### src/rtl/piradip_axilite_regfile_pkg.sv
// Shared types and helpers for the PiRadIP AXI4-Lite register file.
// Helpers operate on the widest supported bus (64 bits); callers zero-extend
// narrower values and keep only the low DATA_WIDTH bits of the result.
package piradip_axilite_pkg;

    typedef enum logic [1:0] {
        OKAY   = 2'b00,
        EXOKAY = 2'b01,
        SLVERR = 2'b10,
        DECERR = 2'b11
    } resp_t;

    localparam int MAX_DW   = 64;
    localparam int MAX_STRB = MAX_DW / 8;

    // Replace only the byte lanes whose strobe bit is set.
    function automatic logic [MAX_DW-1:0] strb_merge(
        input logic [MAX_DW-1:0]   old_data,
        input logic [MAX_DW-1:0]   new_data,
        input logic [MAX_STRB-1:0] strb
    );
        logic [MAX_DW-1:0] merged;
        merged = old_data;
        for (int k = 0; k < MAX_STRB; k++) begin
            if (strb[k]) begin
                merged[k*8 +: 8] = new_data[k*8 +: 8];
            end
        end
        return merged;
    endfunction

    // Word index of a byte address; the byte-offset bits are dropped.
    function automatic logic [31:0] reg_index(
        input logic [MAX_DW-1:0] addr,
        input int                data_width
    );
        if (data_width == 64) begin
            return 32'(addr >> 3);
        end
        return 32'(addr >> 2);
    endfunction

endpackage

### src/rtl/piradip_axilite_regfile_hold.sv
// One-entry valid/ready holding register. Accepts one beat while empty
// (ready = !full) and keeps it until the consumer pulses i_clear.
module piradip_axil_hold #(
    parameter int W = 8
) (
    input  logic         clk,
    input  logic         rst,
    input  logic         i_valid,
    output logic         o_ready,
    input  logic [W-1:0] i_data,
    input  logic         i_clear,
    output logic         o_full,
    output logic [W-1:0] o_data
);

    logic         r_full;
    logic [W-1:0] r_data;

    // Capture a beat when empty; release it on clear (only issued while full).
    always_ff @(posedge clk or posedge rst) begin
        if (rst) begin
            r_full <= 1'b0;
            r_data <= '0;
        end else if (i_clear) begin
            r_full <= 1'b0;
        end else if (i_valid && !r_full) begin
            r_full <= 1'b1;
            r_data <= i_data;
        end
    end

    assign o_ready = !r_full;
    assign o_full  = r_full;
    assign o_data  = r_data;

endmodule

### src/rtl/piradip_axilite_regfile.sv
// AXI4-Lite slave register file: NUM_REGS control (writable) or status
// (read-only, from reg_in) registers with per-register write/read strobes.
// Handshake rule on every channel: a beat transfers on a rising edge where
// valid && ready; valid never waits on ready, and payload is held while
// valid is high and ready low.
module piradip_axilite_regfile
    import piradip_axilite_pkg::*;
#(
    parameter int                     ADDR_WIDTH  = 8,
    parameter int                     DATA_WIDTH  = 32,
    parameter int                     NUM_REGS    = 16,
    parameter logic [NUM_REGS-1:0]    RO_MASK     = '0,
    parameter logic [DATA_WIDTH-1:0]  RESET_VALUE = '0
) (
    input  logic                           aclk,
    input  logic                           areset,
    input  logic [ADDR_WIDTH-1:0]          awaddr,
    input  logic [2:0]                     awprot,
    input  logic                           awvalid,
    output logic                           awready,
    input  logic [DATA_WIDTH-1:0]          wdata,
    input  logic [DATA_WIDTH/8-1:0]        wstrb,
    input  logic                           wvalid,
    output logic                           wready,
    output logic [1:0]                     bresp,
    output logic                           bvalid,
    input  logic                           bready,
    input  logic [ADDR_WIDTH-1:0]          araddr,
    input  logic [2:0]                     arprot,
    input  logic                           arvalid,
    output logic                           arready,
    output logic [DATA_WIDTH-1:0]          rdata,
    output logic [1:0]                     rresp,
    output logic                           rvalid,
    input  logic                           rready,
    output logic [NUM_REGS*DATA_WIDTH-1:0] reg_out,
    input  logic [NUM_REGS*DATA_WIDTH-1:0] reg_in,
    output logic [NUM_REGS-1:0]            wr_pulse,
    output logic [NUM_REGS-1:0]            rd_pulse
);

    localparam int STRB_W = DATA_WIDTH / 8;

    logic                       w_aw_full;
    logic                       w_w_full;
    logic [ADDR_WIDTH-1:0]      w_aw_addr;
    logic [DATA_WIDTH+STRB_W-1:0] w_w_payload;
    logic [DATA_WIDTH-1:0]      w_wdata;
    logic [STRB_W-1:0]          w_wstrb;
    logic                       w_commit;
    logic [MAX_DW-1:0]          w_aw_addr64;
    logic [MAX_DW-1:0]          w_ar_addr64;
    logic [MAX_DW-1:0]          w_wdata64;
    logic [MAX_STRB-1:0]        w_wstrb8;
    logic [MAX_DW-1:0]          w_wr_old64;
    logic [MAX_DW-1:0]          w_merged64;
    logic [31:0]                w_wr_idx;
    logic [31:0]                w_rd_idx;
    logic                       w_wr_ok;
    logic                       w_rd_ok;
    logic [NUM_REGS-1:0]        w_wr_sel;
    logic [NUM_REGS-1:0]        w_rd_sel;
    logic [DATA_WIDTH-1:0]      w_rd_data;
    logic                       w_unused;

    logic                       r_bvalid;
    logic [1:0]                 r_bresp;
    logic [NUM_REGS-1:0]        r_wr_pulse;
    logic                       r_rvalid;
    logic [DATA_WIDTH-1:0]      r_rdata;
    logic [1:0]                 r_rresp;
    logic [NUM_REGS-1:0]        r_rd_pulse;

    // AW and W are buffered independently so either may arrive first.
    piradip_axil_hold #(.W(ADDR_WIDTH)) u_aw_hold (
        .clk     (aclk),
        .rst     (areset),
        .i_valid (awvalid),
        .o_ready (awready),
        .i_data  (awaddr),
        .i_clear (w_commit),
        .o_full  (w_aw_full),
        .o_data  (w_aw_addr)
    );

    piradip_axil_hold #(.W(DATA_WIDTH + STRB_W)) u_w_hold (
        .clk     (aclk),
        .rst     (areset),
        .i_valid (wvalid),
        .o_ready (wready),
        .i_data  ({wstrb, wdata}),
        .i_clear (w_commit),
        .o_full  (w_w_full),
        .o_data  (w_w_payload)
    );

    assign {w_wstrb, w_wdata} = w_w_payload;

    // A write commits once both halves are held and no response is pending.
    assign w_commit = w_aw_full && w_w_full && !r_bvalid;

    // Widen addresses and data to the helper functions' fixed width.
    always_comb begin
        w_aw_addr64                   = '0;
        w_aw_addr64[ADDR_WIDTH-1:0]   = w_aw_addr;
        w_ar_addr64                   = '0;
        w_ar_addr64[ADDR_WIDTH-1:0]   = araddr;
        w_wdata64                     = '0;
        w_wdata64[DATA_WIDTH-1:0]     = w_wdata;
        w_wstrb8                      = '0;
        w_wstrb8[STRB_W-1:0]          = w_wstrb;
    end

    assign w_wr_idx = reg_index(w_aw_addr64, DATA_WIDTH);
    assign w_rd_idx = reg_index(w_ar_addr64, DATA_WIDTH);

    // Decode write/read targets; only writable in-range indices may be written.
    always_comb begin
        w_wr_ok    = 1'b0;
        w_wr_sel   = '0;
        w_wr_old64 = '0;
        w_rd_ok    = (w_rd_idx < 32'(NUM_REGS));
        w_rd_sel   = '0;
        w_rd_data  = '0;
        for (int i = 0; i < NUM_REGS; i++) begin
            if (w_wr_idx == 32'(i)) begin
                w_wr_ok                       = !RO_MASK[i];
                w_wr_sel[i]                   = !RO_MASK[i];
                w_wr_old64[DATA_WIDTH-1:0]    = reg_out[i*DATA_WIDTH +: DATA_WIDTH];
            end
            if (w_rd_idx == 32'(i)) begin
                w_rd_sel[i] = 1'b1;
                w_rd_data   = reg_out[i*DATA_WIDTH +: DATA_WIDTH];
            end
        end
    end

    assign w_merged64 = strb_merge(w_wr_old64, w_wdata64, w_wstrb8);

    // Per-register storage: status registers pass reg_in straight through.
    for (genvar gi = 0; gi < NUM_REGS; gi++) begin : g_reg
        if (RO_MASK[gi]) begin : g_ro
            assign reg_out[gi*DATA_WIDTH +: DATA_WIDTH] = reg_in[gi*DATA_WIDTH +: DATA_WIDTH];
        end else begin : g_rw
            logic [DATA_WIDTH-1:0] r_reg;
            // Control register: byte-lane update on a committed write.
            always_ff @(posedge aclk or posedge areset) begin
                if (areset) begin
                    r_reg <= RESET_VALUE;
                end else if (w_commit && w_wr_sel[gi]) begin
                    r_reg <= w_merged64[DATA_WIDTH-1:0];
                end
            end
            assign reg_out[gi*DATA_WIDTH +: DATA_WIDTH] = r_reg;
        end
    end

    // Write response channel and write strobe generation.
    always_ff @(posedge aclk or posedge areset) begin
        if (areset) begin
            r_bvalid   <= 1'b0;
            r_bresp    <= OKAY;
            r_wr_pulse <= '0;
        end else begin
            r_wr_pulse <= '0;
            if (w_commit) begin
                r_bvalid <= 1'b1;
                r_bresp  <= w_wr_ok ? OKAY : SLVERR;
                if (w_wr_ok) begin
                    r_wr_pulse <= w_wr_sel;
                end
            end else if (r_bvalid && bready) begin
                r_bvalid <= 1'b0;
            end
        end
    end

    // Read channel: sample on AR handshake, hold until rready.
    always_ff @(posedge aclk or posedge areset) begin
        if (areset) begin
            r_rvalid   <= 1'b0;
            r_rdata    <= '0;
            r_rresp    <= OKAY;
            r_rd_pulse <= '0;
        end else begin
            r_rd_pulse <= '0;
            if (arvalid && arready) begin
                r_rvalid   <= 1'b1;
                r_rdata    <= w_rd_ok ? w_rd_data : '0;
                r_rresp    <= w_rd_ok ? OKAY : SLVERR;
                r_rd_pulse <= w_rd_sel;
            end else if (r_rvalid && rready) begin
                r_rvalid <= 1'b0;
            end
        end
    end

    assign arready  = !r_rvalid;
    assign bvalid   = r_bvalid;
    assign bresp    = r_bresp;
    assign wr_pulse = r_wr_pulse;
    assign rvalid   = r_rvalid;
    assign rdata    = r_rdata;
    assign rresp    = r_rresp;
    assign rd_pulse = r_rd_pulse;

    // Protection bits, status-only reg_in slices and widened upper bits are unused.
    assign w_unused = ^{awprot, arprot, reg_in, w_merged64, w_wdata64, w_aw_addr64, w_ar_addr64};

endmodule

### config.mk
export PLATFORM = sky130hd
export DESIGN_NAME = piradip_axilite_regfile
export DESIGN_NICKNAME = d
export VERILOG_FILES = /design/src/rtl/piradip_axilite_regfile_pkg.sv /design/src/rtl/piradip_axilite_regfile_hold.sv /design/src/rtl/piradip_axilite_regfile.sv
export SDC_FILE = /design/constraint.sdc
export NUM_CORES = 2
export LEC_CHECK = 0
export ABC_AREA = 1
export CORE_AREA = 2 2 457 459
export DETAILED_ROUTE_END_ITERATION = 8
export DIE_AREA = 0 0 459 461
export PLACE_DENSITY = 0.42
export SLEW_MARGIN = 20
export SYNTH_ARGS = -nofsm -noshare
export SYNTH_HDL_FRONTEND = slang
export SYNTH_SLANG_ARGS = --single-unit
### constraint.sdc
create_clock -name aclk -period 31.1 [get_ports aclk]
set_input_delay 7.775 -clock aclk [delete_from_list [all_inputs] [get_ports aclk]]
set_output_delay 7.775 -clock aclk [all_outputs]
set_load 0.02 [all_outputs]
Yosys cells after proc, flatten, opt, wreduce, memory -nomap -nowiden
Cells that the tools add are included.

Memories kept: 0. ROM bits: 0. Bits in latches: 0. Flip-flop bits (word level): 628. Output and inout port bits: 585. Memory bits (writable): 0. Input port bits: 577.

Shift-type cells: 0. Order comparisons: 1. Bitwise gates (word level): 1. Multipliers: 0. Div/mod/pow operators: 0. Equal/unequal tests: 30. Reduce and logical (&&, ||, !) cells: 35. Multiplexer cells: 97. Add/sub/neg operators: 0.

Operators by type and width (number): 32-bit 2-to-1 mux (33); 6-bit by 4-bit == test with 1-bit output, second input constant (16); 32-bit zero test (2); 1-bit 2-to-1 mux (55); 6-bit by 3-bit == test with 1-bit output, second input constant (8); 16-bit 2-to-1 mux (3); 8-bit 2-to-1 mux (4); 6-bit by 2-bit == test with 1-bit output, second input constant (4); 1-bit logical AND (23); 6-bit by 1-bit == test with 1-bit output, second input constant (2); 2-bit nonzero test (4); 6-bit by 5-bit less-than comparator with 1-bit output, second input constant (1); 1-bit zero test (4); 2-bit 2-to-1 mux (2); 2-bit AND reduction (2); 1-bit inverter (1).

Depth between registers and ports, before layout
Depth in word-level cells: 19. Gate-level depth with buffers: 19. Depth with buffers taken out: 17.

Modules after synthesis
A second synthesis with hierarchy kept.

Cell total of the unflattened synthesis: 4502. Area, all modules: 32884.0 sq um.

Modules (own cells, without submodules): piradip_axilite_regfile (area each 31041.0 sq um, cells an instance 4301, times used 1); piradip_axil_hold (u_w_hold) (area each 1458.9 sq um, cells an instance 161, times used 1); piradip_axil_hold (u_aw_hold) (area each 384.1 sq um, cells an instance 40, times used 1).

Worst setup path after synthesis
OpenSTA, ideal clock, no wires.

Path kind: input to register. From: input port araddr[2]. To: register r_rdata[4], in the netlist rdata[4]. Stages on the path: 13. Data required time: 30984 ps. Arrival time: 9365 ps. Path slack: 21619 ps. Setup time: 116 ps. Buffers on the path: 2. Cell sequence: buf_2 > nor2_1 > nand3_1 > buf_2 > or2_2 > nand2_1 > nand4_1 > nand2_1 > nand4_1 > nor3_1 > nand4_1 > nand2_1 > nand2_1.

Word-level cells in the longest chain between the ends: 18. Elaborated cells on any way between the ends: 34.

Ends and longest elaborated chain: from (decl) (RTL line piradip_axilite_regfile.sv:28) `input logic [ADDR_WIDTH-1:0] araddr,`; 32-bit zero test (RTL line piradip_axilite_regfile.sv:131) `if (w_rd_idx == 32'(i)) begin`; 32-bit 2-to-1 mux (16 in series) (RTL line piradip_axilite_regfile.sv:131); 32-bit 2-to-1 mux * (RTL line piradip_axilite_regfile.sv:189) `r_rdata <= w_rd_ok ? w_rd_data : '0;`; to (signal assigned) (RTL line piradip_axilite_regfile.sv:189); to (decl) (RTL line piradip_axilite_regfile.sv:70) `logic [DATA_WIDTH-1:0] r_rdata;`.

Every way passes the cells marked *; elsewhere a longest branch is shown, timed or not. A chain may end at the register's enable or synchronous reset.

Worst setup path in the final report
From: input port araddr[6]. To: register r_rdata[15], in the netlist rdata[15].

The elaborated chain is that of the path after synthesis.

==> results.toml <==
[run_status]
status = "finished clean"

[routing]
drc = 0
vias = 35500
drt.antenna.violating_nets = 0
wire_per_inst_um = 32.0
wirelength_um = 253000
dr.pass1.iters = 6
vias_per_cell = 4.49
drt-initial-drc-count = 4344

[power_and_ir_drop]
p_leak_nw = 20.9
p_per_area_mw_per_mm2 = 96.7
ir_drop_mv = 0.0431
total_power_w = 0.00432

[cts]
cts_sinks = 624
htreeDepth = 3
cts.clk_slew.worst_paths_ns = 0.06
post_cts_buffers = 0
cts_tree = "done"
clockBufferDepth = 3
cts_resized = 0
clockRootBuffer = "clkbuf_16"
clk_latency_ns = 0.72
ctsHoldBuffers = 0
cts-buffers-inserted = 80

[sta]
hold_violations = 0
fmax_mhz = 81.8
fin_setup_tns_ns = 0
fin_crit_ns = 12.22
setup_slack_ns = 18.88
worst_slew_pin_slew_ns = 1.31
setup_viol = 0
slew_violations = 0
maxSlewHeadroom_pct = 12.4
rsz0062_at_grt = "no"
post-route-period-util_pct = 39.3
clock_skew_ns = 0.0413

[critical_path]
cp_top_family = "simple AND/OR/NAND/NOR gates"
slowest_stage = "nor3_1"
max_stage_delay_ns = 0.63
path_class = "in -> reg"
cpMostUsedCell = "nand2_1"
crit_fanout = 34
worstPathRequired_ns = 31.69
crit_buf_inv = 4
arrival_ns = 12.81
start_kind = "primary input"
path_cells = "clkdlybuf4s50_1 > inv_1 > nand2_1 > nor2_1 > nand2_1 > nor2_2 > buf_4 > inv_2 > or2_0 > nand2_1 > nand4_1 > nor3_1 > nand4_1 > nand2_1 > nand2_1"
critPathCaptureType = "flop"

[die]
num_io_pins = 1162
dieHeight_um = 461
die_x_um = 459
initial_utilization_pct = 15.8
dieArea_mm2 = 0.212
core_area_mm2 = 0.206
rows = 167

[yosys]
synth_seq_cells = 624
syn_area_mm2 = 0.0327
synth.avg_cell_area_um2 = 7.09
synth_top_flop_cell = "dfrtp_1"
synth_seq_area_share_pct = 47.8
post_synth_num_cell_types = 44
syn_inst = 4610
ys_warn_count = 0
synth_edf_count = 0
ys_async_sr_fraction_pct = 100

[layout]
multi_input_area_mm2 = 0.0148
postLayoutCoreUtil_pct = 21.6
seqCellArea_mm2 = 0.0156
synthToLayoutAreaGrowth_pct = 36.7
n_fill_cell = 22900
mostFrequentLayoutCells = "2,222 x nand2_1, 637 x clkdlybuf4s50_1, 624 x dfrtp_1, 311 x nor2_1, 270 x inv_1"
drive_above_1_share_pct = 7.68
fin_nets = 5712
largest_reg_flops = 512
mostFrequentLayoutCell = "nand2_1"

[global_routing]
grt_use_total_pct = 23.2
antenna_found_initial = 26
grt_pass1_vias = 33000
grt_pass1_wl_um = 327000
grt_max_degree = 134
gr-total-overflow = 0

[min_path]
hold_class = "reg -> reg"

[job]
cap_violations = 0

[place]
place_congestion = 0.981
dp_hpwl_um = 187000
place.port_buffers = 637
pre_cts_slack_ns = 18.24
==> where the power goes <==
part	leakage [nW]	internal, W	total, W	switching [W]
clock network	1.30	0.000564	0.000987	0.000422
registers	8.50	0.00105	0.00139	0.000348
logic	11.1	0.000557	0.00194	0.00138
total	20.9	0.00217	0.00432	0.00216
==> area by class of cell <==
| type | count | area share (%) |
|---|---|---|
| timing repair buffer | 723 | 15.8 |
| sequential | 624 | 35.0 |
| antenna | 9 | 0.0504 |
| clock inverter | 25 | 0.695 |
| tap | 2704 | 7.57 |
| clock buffer | 116 | 5.24 |
| multi-input combinational | 3409 | 33.2 |
| inverter | 297 | 2.51 |
==> routing by layer <==
metal | track usage (%) | wire length (um) | vias up
met3 | 10.9 | 34000 | 275
met4 | 6.57 | 8220 | 6
met2 | 34.9 | 108000 | 1917
met5 | 0 | 33 | -
met1 | 29.3 | 102000 | 17700
li1 | - | - | 15500
==> cells by family after synthesis <==
| kind of cell | after synthesis | share of synthesized area, % |
|---|---|---|
| other cells | 1 | 0.0115 |
| mux | 35 | 1.20 |
| buf+inv | 578 | 7.32 |
| simple gates | 3081 | 38.8 |
| compound gates | 291 | 4.92 |
| flops | 624 | 47.8 |
==> synth_stat cells (all sizes together) (34+ instances only) <==
master	number	area [um^2]
nand2	2258	8570
inv	294	1100
or2	58	363
clkbuf	184	691
nor2	350	1350
dfrtp	624	15600
buf	97	586
a21oi	121	606
nand3	183	946
nand4	200	1260
o21ai	130	651
mux2	34	383
==> worst paths after layout <==
path                            slack (ns)  cells past startpoint                start                      end
worst max-delay path                 18.88                     15            araddr[6]                rdata[15]
worst min-delay path                  0.48                      2            rdata[27]                rdata[27]
worst max register to register       25.45                     13  u_aw_hold.o_data[2]  g_reg[2].g_rw.r_reg[10]
worst min register to register        0.48                      2            rdata[27]                rdata[27]
max in group asynchronous            21.12                      4               areset                   bvalid
min in group asynchronous             7.60                      2               areset             wr_pulse[10]
==> per-stage QoR <==
step	instance area (um^2)	hold WS (ns)	instances
3_3_place_gp	42000	0.466	7756
3_5_place_dp	42000	0.465	7756
6_report	44700	0.476	7907
4_1_cts	44600	0.481	7897
2_1_floorplan	32700	0.471	4611
5_1_grt	44700	0.501	7898
==> worst reg2reg max path, delay by kind of cell (launching register included) <==
| kind | cells | cell delay [ns] |
|---|---|---|
| buffers and inverters | 1 | 0.58 |
| AND/OR/NAND/NOR | 10 | 3.12 |
| flip-flops | 1 | 0.71 |
| AO/OA/AOI/OAI | 2 | 1.14 |
Power figures use the tool's default switching activity.
